$ cat config.mk
export PLATFORM = sky130hd
export DESIGN_NAME = regbank_dump_ctrl
export DESIGN_NICKNAME = d
export VERILOG_FILES = /design/src/rtl/regbank_dump_ctrl.sv
export SDC_FILE = /design/constraint.sdc
export NUM_CORES = 1
export LEC_CHECK = 0
export CORE_MARGIN = 4
export CORE_UTILIZATION = 48
export DETAILED_ROUTE_END_ITERATION = 8
export PLACE_DENSITY = 0.91
export RECOVER_POWER = 100
export SLEW_MARGIN = 20
export SYNTH_ARGS = -nofsm -noshare
export SYNTH_HDL_FRONTEND = slang
export SYNTH_SLANG_ARGS = --single-unit
$ cat constraint.sdc
create_clock -name i_clock -period 2.4 [get_ports i_clock]
set_input_delay 0.48 -clock i_clock [delete_from_list [all_inputs] [get_ports i_clock]]
set_output_delay 0.48 -clock i_clock [all_outputs]
set_load 0.02 [all_outputs]
$ cat src/rtl/regbank_dump_ctrl.sv
// Purpose : halted-pipeline debug dump; reads every bank register via read port A
//           and streams each word out as bytes, LSB first, over valid/ready.
// Ports   : i_start/i_halted control; o_addr_ra/i_data_ra to bank port A
//           (1-cycle registered read); o_byte/o_valid/i_ready byte stream;
//           o_index, o_busy status; o_done / o_abort one-cycle completion pulses.
module regbank_dump_ctrl #(
    parameter int NB_REG     = 5,
    parameter int NB_DATA    = 32,
    parameter int N_REGISTER = 32
) (
    input  logic               i_clock,
    input  logic               i_reset,
    input  logic               i_start,
    input  logic               i_halted,
    output logic [NB_REG-1:0]  o_addr_ra,
    input  logic [NB_DATA-1:0] i_data_ra,
    output logic [7:0]         o_byte,
    output logic               o_valid,
    input  logic               i_ready,
    output logic [NB_REG-1:0]  o_index,
    output logic               o_busy,
    output logic               o_done,
    output logic               o_abort
);

    localparam int NB_BYTES = NB_DATA / 8;
    localparam int NB_BCNT  = (NB_BYTES > 1) ? $clog2(NB_BYTES) : 1;
    localparam logic [NB_BCNT-1:0] LAST_BYTE = NB_BCNT'(NB_BYTES - 1);
    localparam logic [NB_REG-1:0]  LAST_REG  = NB_REG'(N_REGISTER - 1);

    typedef enum logic [2:0] {
        ST_IDLE,
        ST_ADDR,
        ST_CAPTURE,
        ST_SEND,
        ST_DONE
    } state_t;

    state_t              state_q;
    logic [NB_REG-1:0]   index_q;
    logic [NB_BCNT-1:0]  bcnt_q;
    logic [NB_DATA-1:0]  word_q;
    logic                valid_q;
    logic                busy_q;
    logic                done_q;
    logic                abort_q;

    always_ff @(posedge i_clock) begin
        if (i_reset) begin
            state_q <= ST_IDLE;
            index_q <= '0;
            bcnt_q  <= '0;
            word_q  <= '0;
            valid_q <= 1'b0;
            busy_q  <= 1'b0;
            done_q  <= 1'b0;
            abort_q <= 1'b0;
        end else begin
            // completion pulses last exactly one cycle
            done_q  <= 1'b0;
            abort_q <= 1'b0;
            if (state_q == ST_IDLE) begin
                if (i_start && i_halted) begin
                    state_q <= ST_ADDR;
                    index_q <= '0;
                    bcnt_q  <= '0;
                    busy_q  <= 1'b1;
                end
            end else if (!i_halted) begin
                // abort wins over any handshake in the same cycle; pending byte is dropped
                state_q <= ST_IDLE;
                valid_q <= 1'b0;
                busy_q  <= 1'b0;
                abort_q <= 1'b1;
            end else begin
                case (state_q)
                    // bank registers index_q at the edge leaving ADDR
                    ST_ADDR: state_q <= ST_CAPTURE;
                    // bank read data is valid during CAPTURE
                    ST_CAPTURE: begin
                        word_q  <= i_data_ra;
                        valid_q <= 1'b1;
                        state_q <= ST_SEND;
                    end
                    ST_SEND: begin
                        if (valid_q && i_ready) begin
                            word_q <= word_q >> 8;
                            if (bcnt_q == LAST_BYTE) begin
                                bcnt_q  <= '0;
                                valid_q <= 1'b0;
                                if (index_q == LAST_REG) begin
                                    state_q <= ST_DONE;
                                    done_q  <= 1'b1;
                                end else begin
                                    index_q <= index_q + 1'b1;
                                    state_q <= ST_ADDR;
                                end
                            end else begin
                                bcnt_q <= bcnt_q + 1'b1;
                            end
                        end
                    end
                    ST_DONE: begin
                        state_q <= ST_IDLE;
                        busy_q  <= 1'b0;
                    end
                    default: begin
                        state_q <= ST_IDLE;
                        valid_q <= 1'b0;
                        busy_q  <= 1'b0;
                    end
                endcase
            end
        end
    end

    // the bank address and the reported index are the same register in every state
    assign o_addr_ra = index_q;
    assign o_index   = index_q;
    assign o_byte    = word_q[7:0];
    assign o_valid   = valid_q;
    assign o_busy    = busy_q;
    assign o_done    = done_q;
    assign o_abort   = abort_q;

endmodule

# Word-level counts from Yosys, hierarchy flattened
# Cells that the tools add are included.
[word_totals] input_bits=37 wordCells=80 reg_bits=46
[classes] reduce_logical=18 eq_ne=15 n_bitwise=5 add_sub_neg=2 muxes=32
[op_table] cell="$pmux 32 s2" n=1
[op_table] cell="$mux 5" n=7
[op_table] cell="$mux 32" n=1
[op_table] cell="$mux 3" n=6
[op_table] cell="$mux 2" n=6
[op_table] cell="$reduce_and 4->1" n=3
[op_table] cell="$reduce_bool 2->1" n=5
[op_table] cell="$mux 1" n=9
[op_table] cell="$pmux 3 s3" n=1
[op_table] cell="$ne 4x4->1 const B" n=2
[op_table] cell="$eq 3x2->1 const B" n=2
[op_table] cell="$ne 2x2->1 const B" n=3
[op_table] cell="$ne 3x3->1 const B" n=2
[op_table] cell="$reduce_and 6->1" n=1
[op_table] cell="$reduce_or 6->1" n=1
[op_table] cell="$add 5x1->5 const B" n=1
[op_table] cell="$eq 5x5->1 const B" n=1
[op_table] cell="$not 1->1" n=5
[op_table] cell="$reduce_or 2->1" n=2
[op_table] cell="$eq 3x1->1 const B" n=1
[op_table] cell="$eq 3x3->1 const B" n=1
[op_table] cell="$logic_not 3->1" n=1
[op_table] cell="$ne 3x2->1 const B" n=1
[op_table] cell="$pmux 1 s3" n=1
[op_table] cell="other kinds (7)" n=8

# Longest topological paths before layout
[depth] word_depth=7 depth_mapped=7

# Least setup slack after synthesis
# Ideal clock, no wire load.
[synth_path] kind="register -> register" from="register index_q[0] (netlist: o_addr_ra[0])" to="register index_q[3] (netlist: o_addr_ra[3])" n_path_buf=0 path_stages_with_launch=8 arrival_time_ns=1.952 slack_ns=0.391 period_less_slack_ns=2.009 t_required_ns=2.342 cell_sequence="dfxtp_1 -> ha_1 -> and3_1 -> ha_1 -> nand4b_1 -> or4_4 -> nor3_1 -> a21o_1"
[synth_between] elab_chain_cells=7 elab_cells_between_ends=10 classes_between="add/sub (1); eq/ne (2); mux (6); reduce/logical (1)"
[synth_rtl] item="start: declaration" line="40" text="logic [NB_REG-1:0] index_q;"
[synth_rtl] item="start signal: assignment" line="95" text="index_q <= index_q + 1'b1;"
[synth_rtl] item="$add 5x1->5" line="95"
[synth_rtl] item="$mux 5" line="91" text="if (index_q == LAST_REG) begin"
[synth_rtl] item="$mux 5" line="88" text="if (bcnt_q == LAST_BYTE) begin"
[synth_rtl] item="$mux 5" line="86" text="if (valid_q && i_ready) begin"
[synth_rtl] item="$mux 5" line="76" text="case (state_q)"
[synth_rtl] item="$mux 5" line="69" text="end else if (!i_halted) begin"
[synth_rtl] item="$mux 5" line="62" text="if (state_q == ST_IDLE) begin"
# Several ways; a longest one is shown, not always the timed one. The select of a mux whose other input is x is not followed.
# A chain may end at the register's enable or synchronous reset.

# Worst setup path after layout
[layout_path] from="input i_halted" to="register index_q[2] (netlist: o_addr_ra[2])"
[layout_between] elab_chain_cells=3 elab_cells_between_ends=4 classes_between="eq/ne (1); reduce/logical (3)"
[layout_rtl] item="start: declaration" line="14" text="input logic i_halted,"
[layout_rtl] item="$logic_and 1x1->1" line="63" text="if (i_start && i_halted) begin"
[layout_rtl] item="$ne 2x1->1 (no line)"
[layout_rtl] item="$reduce_and 6->1 (no line) *"
# Every way passes the cells marked *; elsewhere a longest branch is shown, timed or not.

==> flow_summary.yaml <==
global_route:
  use_met2_pct: 28.2
  busiest_layer: "met2"
  met3_usage_pct: 4.75
  grt_max_degree: 49
  grt_usage_pct: 17.9
  antenna_found_initial: 0
  grt_util_met1_pct: 22.9
  grt_pass1_vias: 1753
  grt_pass1_wl_mm: 7.95
  grt_overflow: 0
pwr:
  powerDensity_nw_per_um2: 602
  combPwrFrac_pct: 20.5
  cellInternalPower_uw: 1210
  switchingPower_uw: 459
  seq_power_share_pct: 50.6
  p_leak_uw: 0.00122
  ir_drop_mv: 0.362
  p_sw_share_pct: 27.5
  clkPwrFrac_pct: 29.0
synthesis:
  async_reset_ff_share_pct: 0
  syn_avg_cell_area_um2: 9.32
  ys_seq_area_share_pct: 41.7
  syn_area_um2: 2210
  synth_warnings: 0
  synth_top_area_cell: "dfxtp_1"
  yosys.area.top_type_share_pct: 41.7
  synth_fp_nets: 277
  syn_inst: 237
  ys_ff_latch: 46
  synth_area_leaders: "dfxtp_1, mux2i_1, a211oi_1"
  synth_flop_cell: "dfxtp_1"
  synth_cell_types: 39
  synth-edff-count: 0
clock_tree:
  post_cts_resize_count: 0
  tritoncts: "yes"
  cts-root-buf: "clkbuf_8"
  h-tree-depth: 2
  cts.sinks: 46
  insertion_delay_ps: 300
  cts_inserted_buffers: 5
  post_cts_buffers: 0
  cts_hold_buf: 0
  clk_pin_slew_worst_paths_ps: 80
  clockBufferDepth: 2
finish:
  nets: 319
  n_antenna_cell: 0
  final_area_um2: 2770
  final_cell_mix: "dfxtp_1, nor2_1, clkdlybuf4s50_1, a211oi_1"
  layout_commonest_cell: "dfxtp_1"
  area_delta_synth_final_pct: 25.6
  stdcell_count: 332
  drive_gt1_share_pct: 6.43
timing:
  maxSlewHeadroom_pct: 61.3
  skew_ps: 8.60
  tightest_slew_ps: 579
  fin_crit_ps: 2130
  fin_crit_sh_pct: 88.7
  finalHoldViolCount: 0
  rsz0062_at_grt: "false"
  fmax_mhz: 470
  setup_viol: 0
  finalMaxSlewViolations: 0
  tns_ps: 0
placed_design:
  dpl-instance-area_um2: 2720
  dp.final_hpwl_mm: 3.48
  dp.cells: 324
  numPortBuffers: 58
  gp_congestion: 0.920
route:
  initialDrtViolationCount: 125
  final_antenna_net_count: 0
  drt-vias-per-instance: 5.48
  vias: 1820
  avgRoutedWirePerCell_um: 14.7
  drc: 0
  wl_mm: 4.87
  first_pass_iters: 4
floorplanning:
  coreArea_um2: 4410
  die-area_um2: 5750
  floorplan.rows: 24
  ios: 59
  die_h_um: 75.8
  fp.dieW_um: 75.8
  start_util_pct: 50.0
run:
  maxCapViolCount: 0
worst_hold_path:
  hold_class: "register to register"
critical_path:
  critical_path_class: "input port to register"
  cp-end-kind: "register"
  cp.required_ps: 2600
  cp_max_fo: 7
  start_kind: "input port"
  cp.arrival_ps: 2330
run_status:
  status: "finished clean"
[worst max-delay path: stages]
cell,delay (ps)
dlygate4sd3_1,710
clkbuf_1,240
nand4b_1,140
o22ai_1,420
o21ai_0,150
a21o_1,190
[metrics by stage]
| stage | hold slack, ps | power, µW | utilization [%] | setup WS [ps] |
|---|---|---|---|---|
| detailed placement | 486 | 1220 | 61.5 | 204 |
| global route | 513 | 1760 | 62.8 | 186 |
| CTS | 495 | 1700 | 63.7 | 309 |
| finish | 497 | 1670 | 62.8 | 271 |
| floorplan | 453 | 1090 | - | 391 |
| global placement | 464 | 1200 | 61.5 | 277 |
[registers in the layout, indices dropped and copies added (netlist names)]
signal / count
word_q: 32
o_addr_ra: 5
state_q: 3
bcnt_q: 2
o_abort: 1
o_busy: 1
o_done: 1
o_valid: 1
[metal layers]
| layer | wire [µm] | part of all wire [%] |
|---|---|---|
| met1 | 2210 | 45 |
| met5 | 0 | 0 |
| met3 | 305 | 6.3 |
| met2 | 2290 | 47 |
| met4 | 63 | 1.3 |
[cell usage after synthesis, types with 2 or more instances]
cell type,instances
a21oi_1,6
a21o_1,4
buf_6,2
mux2i_1,24
a22oi_1,8
buf_4,19
nand4b_1,3
nand3_1,5
nand2b_1,3
ha_1,3
inv_1,2
clkbuf_1,5
a211oi_1,26
dfxtp_1,46
nor3_1,5
nor2_1,40
o21ai_0,7
or3_1,2
nand2_1,4
and3_1,2
buf_2,3
[power groups by stage]
stage	clock network, µW	registers [µW]	logic, µW
floorplan	0	858	237
global placement	0	860	344
detailed placement	0	862	356
CTS	497	844	360
global route	531	852	377
finish	484	844	342
[kinds of logic (layout without fill, tap and decap cells)]
group	after synthesis	in the layout	share of synthesized area, %
and+or+nand+nor	75	75	17.2
DFF	46	46	41.7
adders and majority gates	3	3	1.70
buffers and inverters	31	74	9.35
muxes	24	24	10.9
AOI/OAI and AO/OA	58	58	19.2
[layout make-up]
cell class | count | area, µm²
clock buffer | 6 | 82.6
clock inverter | 2 | 12.5
sequential | 46 | 921
fill | 385 | 1640
multi-input combinational | 160 | 1060
tap | 52 | 65.1
inverter | 2 | 7.51
timing repair buffer | 64 | 629
[worst paths after layout]
path                start            to  slack [ps]  cells after the start
max              i_halted  o_addr_ra[2]         270                      6
min             bcnt_q[1]     bcnt_q[1]         500                      2
max reg2reg  o_addr_ra[0]  o_addr_ra[2]         310                      7
min reg2reg     bcnt_q[1]     bcnt_q[1]         500                      2
No activity file was read; power rests on OpenSTA's default activity.
